`config.mk`:
```
export PLATFORM = sky130hd
export DESIGN_NAME = uart_receiver_flat
export DESIGN_NICKNAME = d
export VERILOG_FILES = /design/src/rtl/uart_pkg.sv /design/src/rtl/uart_receiver_if.sv /design/src/rtl/uart_rx_sync.sv /design/src/rtl/uart_receiver.sv /design/src/flat_wrapper.sv
export SDC_FILE = /design/constraint.sdc
export NUM_CORES = 1
export LEC_CHECK = 0
export CORE_AREA = 3 3 66 68
export CTS_CLUSTER_DIAMETER = 50
export DETAILED_ROUTE_END_ITERATION = 10
export DIE_AREA = 0 0 69 71
export GPL_ROUTABILITY_DRIVEN = 0
export GPL_TIMING_DRIVEN = 0
export PLACE_DENSITY = 0.73
export SLEW_MARGIN = 5
export SYNTH_ARGS = -nofsm -noshare
export SYNTH_HDL_FRONTEND = slang
export SYNTH_SLANG_ARGS = --single-unit
```
`constraint.sdc`:
```
create_clock -name clk -period 2.2 [get_ports clk]
set_input_delay 0.22 -clock clk [delete_from_list [all_inputs] [get_ports clk]]
set_output_delay 0.22 -clock clk [all_outputs]
set_load 0.05 [all_outputs]
```
`src/rtl/uart_pkg.sv`:
```
// Shared UART definitions: receiver FSM states, line levels, error flag bundle.
package uart_pkg;

  typedef enum logic [2:0] {
    RX_IDLE,
    RX_START,
    RX_DATA,
    RX_PARITY,
    RX_STOP
  } rx_state_t;

  localparam logic UART_IDLE_LVL  = 1'b1;
  localparam logic UART_START_LVL = 1'b0;

  // Error flags attached to a delivered word.
  typedef struct packed {
    logic parity_err;
    logic frame_err;
    logic overrun_err;
  } rx_flags_t;

endpackage

```
`src/rtl/uart_receiver_if.sv`:
```
// Receive-side word handshake between the UART receiver and its consumer.
//   rx_data     : received word, valid while rx_valid = 1
//   rx_valid    : word available, held until acknowledged
//   rx_ack      : consumer accepts the word this cycle
//   parity_err / frame_err / overrun_err : flags of the held word
// master = receiver, slave = consumer.
interface uart_receiver_if #(
  parameter int unsigned DATA_BITS = 8
) ();

  logic [DATA_BITS-1:0] rx_data;
  logic                 rx_valid;
  logic                 rx_ack;
  logic                 parity_err;
  logic                 frame_err;
  logic                 overrun_err;

  modport master (
    output rx_data, rx_valid, parity_err, frame_err, overrun_err,
    input  rx_ack
  );

  modport slave (
    input  rx_data, rx_valid, parity_err, frame_err, overrun_err,
    output rx_ack
  );

endinterface

```
`src/rtl/uart_rx_sync.sv`:
```
// Two-flop synchroniser for the asynchronous serial line; resets to idle (1).
//   clk, nrst : clock, async active-low reset
//   d_i       : asynchronous input
//   q_o       : synchronised output
module uart_rx_sync (
  input  logic clk,
  input  logic nrst,
  input  logic d_i,
  output logic q_o
);

  logic meta_q;

  always_ff @(posedge clk or negedge nrst) begin
    if (!nrst) begin
      meta_q <= 1'b1;
      q_o    <= 1'b1;
    end else begin
      meta_q <= d_i;
      q_o    <= meta_q;
    end
  end

endmodule

```
`src/rtl/uart_receiver.sv`:
```
// UART receive path: start detect, mid-bit sampling, parity/stop check and
// a held output word with valid/ack handshake and error flags.
//   clk, nrst : clock, async active-low reset
//   rx_i      : serial line (asynchronous, idles high)
//   busy_o    : 1 whenever the FSM is not idle
//   rx_if     : word handshake (master side)
module uart_receiver
  import uart_pkg::*;
#(
  parameter int unsigned CLKS_PER_BIT = 16,
  parameter int unsigned DATA_BITS    = 8,
  parameter bit          PARITY_EN    = 1'b1,
  parameter bit          PARITY_ODD   = 1'b0
) (
  input  logic            clk,
  input  logic            nrst,
  input  logic            rx_i,
  output logic            busy_o,
  uart_receiver_if.master rx_if
);

  localparam int unsigned CNT_W = $clog2(CLKS_PER_BIT);
  localparam int unsigned BIT_W = $clog2(DATA_BITS + 1);
  localparam logic [CNT_W-1:0] HALF_TC  = CNT_W'(CLKS_PER_BIT / 2 - 1);
  localparam logic [CNT_W-1:0] FULL_TC  = CNT_W'(CLKS_PER_BIT - 1);
  localparam logic [BIT_W-1:0] LAST_BIT = BIT_W'(DATA_BITS - 1);

  logic rx_s;

  rx_state_t            state_q, state_d;
  logic [CNT_W-1:0]     cnt_q, cnt_d;
  logic [BIT_W-1:0]     bit_cnt_q, bit_cnt_d;
  logic [DATA_BITS-1:0] shift_q, shift_d;
  logic                 pend_perr_q, pend_perr_d;
  logic                 load_c;
  logic                 stop_bad_c;

  logic [DATA_BITS-1:0] data_q, data_d;
  logic                 valid_q, valid_d;
  rx_flags_t            flags_q, flags_d;
  logic                 busy_d;

  uart_rx_sync u_sync (
    .clk  (clk),
    .nrst (nrst),
    .d_i  (rx_i),
    .q_o  (rx_s)
  );

  // State, datapath and output registers.
  always_ff @(posedge clk or negedge nrst) begin
    if (!nrst) begin
      state_q     <= RX_IDLE;
      cnt_q       <= '0;
      bit_cnt_q   <= '0;
      shift_q     <= '0;
      pend_perr_q <= 1'b0;
      data_q      <= '0;
      valid_q     <= 1'b0;
      flags_q     <= '0;
      busy_o      <= 1'b0;
    end else begin
      state_q     <= state_d;
      cnt_q       <= cnt_d;
      bit_cnt_q   <= bit_cnt_d;
      shift_q     <= shift_d;
      pend_perr_q <= pend_perr_d;
      data_q      <= data_d;
      valid_q     <= valid_d;
      flags_q     <= flags_d;
      busy_o      <= busy_d;
    end
  end

  // Next state, bit timing and sampling.
  always_comb begin
    state_d     = state_q;
    cnt_d       = cnt_q + CNT_W'(1);
    bit_cnt_d   = bit_cnt_q;
    shift_d     = shift_q;
    pend_perr_d = pend_perr_q;
    load_c      = 1'b0;
    stop_bad_c  = 1'b0;
    unique case (state_q)
      RX_IDLE: begin
        cnt_d = '0;
        if (rx_s == UART_START_LVL) state_d = RX_START;
      end
      RX_START: begin
        if (cnt_q == HALF_TC) begin
          cnt_d = '0;
          if (rx_s == UART_IDLE_LVL) begin
            state_d = RX_IDLE;
          end else begin
            state_d   = RX_DATA;
            bit_cnt_d = '0;
          end
        end
      end
      RX_DATA: begin
        if (cnt_q == FULL_TC) begin
          cnt_d     = '0;
          // Shift right with new bit at MSB: LSB-first data ends up aligned.
          shift_d   = {rx_s, shift_q[DATA_BITS-1:1]};
          bit_cnt_d = bit_cnt_q + BIT_W'(1);
          if (bit_cnt_q == LAST_BIT) state_d = PARITY_EN ? RX_PARITY : RX_STOP;
        end
      end
      RX_PARITY: begin
        if (cnt_q == FULL_TC) begin
          cnt_d       = '0;
          pend_perr_d = ^{shift_q, rx_s, PARITY_ODD};
          state_d     = RX_STOP;
        end
      end
      RX_STOP: begin
        // Leave at mid-stop so a back-to-back start edge is not missed.
        if (cnt_q == FULL_TC) begin
          cnt_d      = '0;
          state_d    = RX_IDLE;
          load_c     = 1'b1;
          stop_bad_c = (rx_s == UART_START_LVL);
        end
      end
      default: begin
        state_d = RX_IDLE;
        cnt_d   = '0;
      end
    endcase
  end

  // Output word, flags and handshake.
  always_comb begin
    data_d  = data_q;
    valid_d = valid_q;
    flags_d = flags_q;
    busy_d  = (state_d != RX_IDLE);
    if (load_c) begin
      data_d              = shift_q;
      valid_d             = 1'b1;
      flags_d.parity_err  = PARITY_EN & pend_perr_q;
      flags_d.frame_err   = stop_bad_c;
      flags_d.overrun_err = valid_q & ~rx_if.rx_ack;
    end else if (valid_q && rx_if.rx_ack) begin
      valid_d = 1'b0;
      flags_d = '0;
    end
  end

  assign rx_if.rx_data     = data_q;
  assign rx_if.rx_valid    = valid_q;
  assign rx_if.parity_err  = flags_q.parity_err;
  assign rx_if.frame_err   = flags_q.frame_err;
  assign rx_if.overrun_err = flags_q.overrun_err;

endmodule

```
`src/flat_wrapper.sv`:
```
// flat-port wrapper written by rule: the top's interface ports become plain ports
module uart_receiver_flat import uart_pkg::*;
#(
  parameter int unsigned CLKS_PER_BIT = 16,
  parameter int unsigned DATA_BITS    = 8,
  parameter bit          PARITY_EN    = 1'b1,
  parameter bit          PARITY_ODD   = 1'b0
)
  (clk, nrst, rx_i, busy_o, rx_if_rx_data, rx_if_rx_valid, rx_if_parity_err, rx_if_frame_err, rx_if_overrun_err, rx_if_rx_ack);
  uart_receiver_if #(.DATA_BITS(DATA_BITS)) rx_if_i ();
  input  logic clk;
  input  logic nrst;
  input  logic rx_i;
  output logic busy_o;
  output wire logic [$bits(rx_if_i.rx_data)-1:0] rx_if_rx_data;
  output wire logic [$bits(rx_if_i.rx_valid)-1:0] rx_if_rx_valid;
  output wire logic [$bits(rx_if_i.parity_err)-1:0] rx_if_parity_err;
  output wire logic [$bits(rx_if_i.frame_err)-1:0] rx_if_frame_err;
  output wire logic [$bits(rx_if_i.overrun_err)-1:0] rx_if_overrun_err;
  input wire logic [$bits(rx_if_i.rx_ack)-1:0] rx_if_rx_ack;
  assign rx_if_rx_data = rx_if_i.rx_data;
  assign rx_if_rx_valid = rx_if_i.rx_valid;
  assign rx_if_parity_err = rx_if_i.parity_err;
  assign rx_if_frame_err = rx_if_i.frame_err;
  assign rx_if_overrun_err = rx_if_i.overrun_err;
  assign rx_if_i.rx_ack = rx_if_rx_ack;
  uart_receiver #(.CLKS_PER_BIT(CLKS_PER_BIT), .DATA_BITS(DATA_BITS), .PARITY_EN(PARITY_EN), .PARITY_ODD(PARITY_ODD)) u_core (.clk(clk), .nrst(nrst), .rx_i(rx_i), .busy_o(busy_o), .rx_if(rx_if_i));
endmodule
```
---- Yosys cells after proc, flatten, opt, wreduce, memory -nomap -nowiden ----
Cells that the tools add are included.
storage, ports and cells
  memories kept ........................... 0
  input port bits ......................... 4
  output and inout bits ................... 13
  flip-flop bits (word level) ............. 35
  logic and storage cells ................. 61
  ROM bits ................................ 0
  bits in writable memories ............... 0
  latch bits .............................. 0
operators by class
  $mul .................................... 0
  add/sub/neg operators ................... 2
  equality and inequality tests ........... 10
  shift-type cells ........................ 0
  $lt $le $gt $ge ......................... 0
  muxes and demuxes ....................... 23
  bitwise gates (word level) .............. 3
  reduce and logical (&&, ||, !) cells .... 10
  div/mod/pow operators ................... 0
operators with widths
  operator             count
  $mux 3               8
  $mux 4               5
  $pmux 4 s2           2
  $pmux 3 s5           1
  $reduce_xor 10->1    1
  $add 4x1->4 const B  2
  $eq 4x3->1 const B   2
  $eq 3x2->1 const B   2
  $mux 1               6
  $eq 4x4->1 const B   1
  $ne 2x1->1 const B   2
  $reduce_and 2->1     2
  $reduce_and 4->1     1
  $reduce_bool 2->1    2
  $eq 3x1->1 const B   1
  $eq 3x3->1 const B   1
  $logic_not 3->1      1
  $reduce_bool 3->1    1
  $reduce_or 3->1      1
  $mux 2               1
  $ne 2x2->1 const B   1
  $not 1->1            2
  $and 1x1->1          1
  $logic_and 1x1->1    1

---- Longest topological paths before layout ----
  depth after elaboration ................. 5
  gate-level depth with buffers ........... 6
  mapped depth without buffers ............ 5

---- Modules after synthesis ----
A second synthesis with hierarchy kept.
second synthesis, totals
  cells, all modules ...................... 126
  area total of the unflattened synthesis .. 1594.0 um^2
by module, submodules not included
  module         area an instance (um^2)  cells an instance  times used
  uart_receiver  1541.5                   124                1
  uart_rx_sync   52.6                     2                  1

---- Worst setup path before layout ----
OpenSTA, ideal clock, no wires.
  kind .................................... register to register
  start point ............................. reg u_core.cnt_q[0]
  end point ............................... reg u_core.state_q[0]
  path slack .............................. 0.616 ns
  stages on the path, launching flop included .. 6
  data required time ...................... 2.099 ns
  clock period less this slack ............ 1.584 ns
  path buffers ............................ 1
  arrival time ............................ 1.483 ns
  cell sequence ........................... dfrtp_1 > ha_1 > nand2_2 > or4_4 > buf_6 > o311ai_2
between the ends
  longest elaborated chain between the ends .. 3
  elaborated cells between the ends (all ways) .. 7
  classes of those cells .................. 2 x eq/ne; 5 x mux
ends and longest elaborated chain
  what                                      RTL line             source
  from (decl)                               uart_receiver.sv:31  logic [CNT_W-1:0] cnt_q, cnt_d;
  from (signal assigned)                    uart_receiver.sv:64  cnt_q <= cnt_d;
  $eq 4x4->1 or $eq 4x3->1 (tied branches)  -
  $mux 3 (on tied branches)                 -
  $pmux 3 s5 *                              uart_receiver.sv:84  unique case (state_q)
  named net u_core.state_d[0]               uart_receiver.sv:30  rx_state_t state_q, state_d;
  to (signal assigned)                      uart_receiver.sv:63  state_q <= state_d;
  to (decl)                                 uart_receiver.sv:30
The timed path passes the listed nets; every way through them passes the cells marked *.
A chain may end at the register's enable or synchronous reset.

---- Worst setup path in the final report ----
  start point ............................. reg u_core.cnt_q[0]
  end point ............................... reg u_core.bit_cnt_q[0]
between the ends
  longest elaborated chain between the ends .. 3
  elaborated cells between the ends (all ways) .. 5
  classes of those cells .................. 4 x eq/ne; 1 x reduce/logical
ends and longest elaborated chain
  what                                      RTL line                                   source
  $eq 4x4->1 or $eq 4x3->1 (tied branches)  uart_receiver.sv:101, uart_receiver.sv:90
  $ne 2x1->1 (no source line)               -
  $reduce_and 4->1 (no source line) *       -
  to (signal assigned)                      uart_receiver.sv:65                        bit_cnt_q <= bit_cnt_d;
  to (decl)                                 uart_receiver.sv:32                        logic [BIT_W-1:0] bit_cnt_q, bit_cnt_d;
Every way passes the cells marked *; elsewhere a longest branch is shown, timed or not.

==> impl_metrics.csv <==
group,metric,value,unit
run_status,run_status,"completed",
route,total_number_of_vias,1138,
critical_path,worstPathMaxFanout,9,
floorplan,chipHeight,71,um
critical_path,critical_path_source_type,"register",
synthesis,mappedNetlistNets,151,
pwr,power.ir.vdd_worst,0.0005731,V
critical_path,critical_path.endpoint_type,"register",
timing,timing.slew.headroom,44.36,%
global_routing,global_route_total_usage_across_every_layer,14.10,%
floorplan,fp.dieW,69,um
route,final_antenna_violating_net_count,0,
timing,worst_margin_pin_slew,0.8278,ns
finish,area.sequential,878.3,sq um
route,route.detailed.drc,0,
critical_path,critPathKind,"register to register",
finish,leading_cell_type_in_the_layout_fill_and_taps_excluded,"sky130_fd_sc_hd__dfrtp_1",
clocking,cts_tree,"yes",
clocking,clkTransAtPathRegs,0.07,ns
floorplan,core_area,3914,sq um
placement,placed_area,1847,sq um
synthesis,number_of_flops_mapped_to_enable_cells_by_yosys,0,
timing,final.setup.worst_slack,0.4146,ns
timing,hold_slack,0.001642,ns
route,drt-met1-wl,1.250,mm
route,met3_length,150,um
route,detail_route.vias_per_cell,5.196,
synthesis,netlist-cell-type-count,38,
timing,rsz_0062_raised_after_global_routing,"no",
synthesis,postSynth.asyncResetShare,100.0,%
clocking,post-cts-setup-buffer-count,0,
placement,placement.io_buffers,16,
clocking,clock_tree.buffer_depth,2,
pwr,power_per_cell_area,860.6,nW/um^2
synthesis,syn_inst,145,
critical_path,timing.critical_path.arrival,2.00,ns
synthesis,synth_sequential_area_ratio,53.92,%
timing,finalMaxSlewViolations,0,
timing,timing.final.hold_violations,0,
synthesis,post_synth.cell_area_avg,11.23,sq um
timing,time_the_worst_path_needs_with_i_o_delays_and_setup,1.785,ns
floorplan,row_count,23,
synthesis,postSynthRegisterBits,35,
finish,syn2layout_area_growth,18.97,%
finish,num_antenna_cells,0,
route,drt_wl_total,2.939,mm
critical_path,reg2reg_setup_slack,0.41,ns
pwr,static-leakage-power,0.9096,nW
finish,fill_cells,367,
floorplan,die_area,4899,sq um
synthesis,post_synth_top_area_share,50.69,%
finish,final_layout_size_suffix_gt1_share,19.53,%
synthesis,synth_flop_cell,"sky130_fd_sc_hd__dfrtp_1",
clocking,skew_pair_late_insertion_delay,0.28,ns
timing,period_utilization_post_route,81.16,%
job,drv.max_cap_violation_count,0,
route,wl_met2,1.524,mm
synthesis,post_synth_instance_area,1629,sq um
timing,finalSetupViolCount,0,
synthesis,synth.largest_area_cell,"sky130_fd_sc_hd__dfrtp_1",
floorplan,ios,17,
critical_path,critical_path_required,2.42,ns
clocking,cts_made_buffers,5,
clocking,cts_num_sinks,35,
clocking,post_cts_resized,0,
global_routing,pin_count_of_the_biggest_net_entering_global_routing,36,
finish,multi_input_area,674.4,sq um
global_routing,grt_pass1_wl,5.595,mm
route,drt-wirelength-per-cell,13.42,um
synthesis,synth-warning-count,0,
finish,layout.nets,174,
timing,fmax,560.1,MHz
floorplan,initial_utilization,41.62,%
placement,dp_hpwl,2.074,mm
synthesis,post_synth_main_area_contributors,"sky130_fd_sc_hd__dfrtp_1, sky130_fd_sc_hd__mux2_2, sky130_fd_sc_hd__nand2_1",
global_routing,initial_antenna_violation_count,0,
route,dr.max_layer_used,"met4",
finish,top_library_cells_by_usage_in_the_layout_fill_and_taps_aside,"sky130_fd_sc_hd__dfrtp_1, sky130_fd_sc_hd__nand2_1, sky130_fd_sc_hd__clkdlybuf4s50_1",
placement,place_worst_setup_slack,0.4409,ns
finish,final_area,1938,sq um
global_routing,global_route.overflow_total,0,
route,detailedRoute.firstPassIterationCount,4,
clocking,htree_num_levels,2,
timing,fin_worst_skew,0.01004,ns
route,dr.first_iter.drc_count,83,
critical_path,r2r.worst_path.cells,4,
timing,setup-tns-final,0,ns
hold_path,hold_wc_path_type,"primary input to async pin",
clocking,clock_tree.root_cell,"sky130_fd_sc_hd__clkbuf_8",
global_routing,first_global_vias,1259,
clocking,ctsHoldBuffers,0,
-- worst paths after layout --
kind	from	to
setup / recovery	u_core.cnt_q[0]$_DFF_PN0_	u_core.bit_cnt_q[0]$_DFFE_PN0P_
hold / removal	nrst	u_core.shift_q[7]$_DFFE_PN0P_
setup reg to reg	u_core.cnt_q[0]$_DFF_PN0_	u_core.bit_cnt_q[0]$_DFFE_PN0P_
hold reg to reg	u_core.u_sync.meta_q$_DFF_PN1_	u_core.u_sync.q_o$_DFF_PN1_
max in group asynchronous	nrst	u_core.cnt_q[0]$_DFF_PN0_
min in group clk	rx_i	u_core.u_sync.meta_q$_DFF_PN1_
-- worst max-delay path, stage by stage (launching register included) --
cell and delay [ns]:
sky130_fd_sc_hd__dfrtp_1 0.37, sky130_fd_sc_hd__ha_1 0.24, sky130_fd_sc_hd__nand2_2 0.12, sky130_fd_sc_hd__nor4_2 0.71
sky130_fd_sc_hd__mux2_2 0.28
-- report_power, final --
group / switching (mW) / internal (mW) / total (mW) / leakage [nW]
sequential: 0.0613 / 0.717 / 0.779 / 0.463
combinational: 0.236 / 0.189 / 0.424 / 0.398
clock: 0.213 / 0.252 / 0.465 / 0.0482
-- area by class of cell --
cell class | count | area share, %
flip-flops and latches | 35 | 45.32
multi-input cells | 99 | 34.80
repair buffers | 16 | 8.005
clock buffers | 7 | 4.454
well taps | 50 | 3.228
plain buffers | 6 | 2.970
inverters | 5 | 0.9684
clock inverters | 1 | 0.2582
-- per-stage QoR --
stage	util (%)	instances	power, mW
final	49.52	219	1.668
after global routing	49.52	219	1.778
after CTS	49.52	219	1.682
after detailed placement	47.19	211	1.207
after global placement	47.31	211	1.189
after floorplan	-	145	1.109
-- routing by layer --
metal | up-vias | global-route usage, %
li1 | 545 | -
met1 | 564 | 16.70
met2 | 27 | 24.79
met3 | 2 | 4.830
met4 | 0 | 3.254
met5 | - | 0
-- Yosys cell counts (2+ instances only) --
master	count
sky130_fd_sc_hd__nor3_1	2
sky130_fd_sc_hd__a31oi_1	3
sky130_fd_sc_hd__dfrtp_1	33
sky130_fd_sc_hd__nand2_1	27
sky130_fd_sc_hd__o211ai_1	2
sky130_fd_sc_hd__xnor2_1	5
sky130_fd_sc_hd__mux2_2	9
sky130_fd_sc_hd__inv_1	5
sky130_fd_sc_hd__nor2_1	3
sky130_fd_sc_hd__nor2b_1	2
sky130_fd_sc_hd__xor2_1	6
sky130_fd_sc_hd__nand3_1	4
sky130_fd_sc_hd__o21ai_0	11
sky130_fd_sc_hd__buf_6	4
sky130_fd_sc_hd__ha_1	2
sky130_fd_sc_hd__and3_1	3
sky130_fd_sc_hd__dfstp_2	2
sky130_fd_sc_hd__nand3b_1	2
-- cells by family (layout without fill, tap and decap cells) --
group	Yosys count	in the layout	share of synthesized area, %
compound gates	21	21	8.448
xor+xnor	12	12	7.296
fa+ha+maj	2	2	1.536
buf+inv	11	35	4.685
flops	35	35	53.92
mux	9	9	6.221
simple gates	55	55	17.90
-- state kept, by name, indices dropped and copies added (netlist names) --
register and cells:
u_core.rx_if.rx_data 8, u_core.shift_q 8, u_core.bit_cnt_q 4, u_core.cnt_q 4
u_core.state_q 3, u_core.busy_o 1, u_core.pend_perr_q 1, u_core.rx_if.frame_err 1
u_core.rx_if.overrun_err 1, u_core.rx_if.parity_err 1, u_core.rx_if.rx_valid 1, u_core.u_sync.meta_q 1
u_core.u_sync.q_o 1
(Power assumes the default switching activity.)
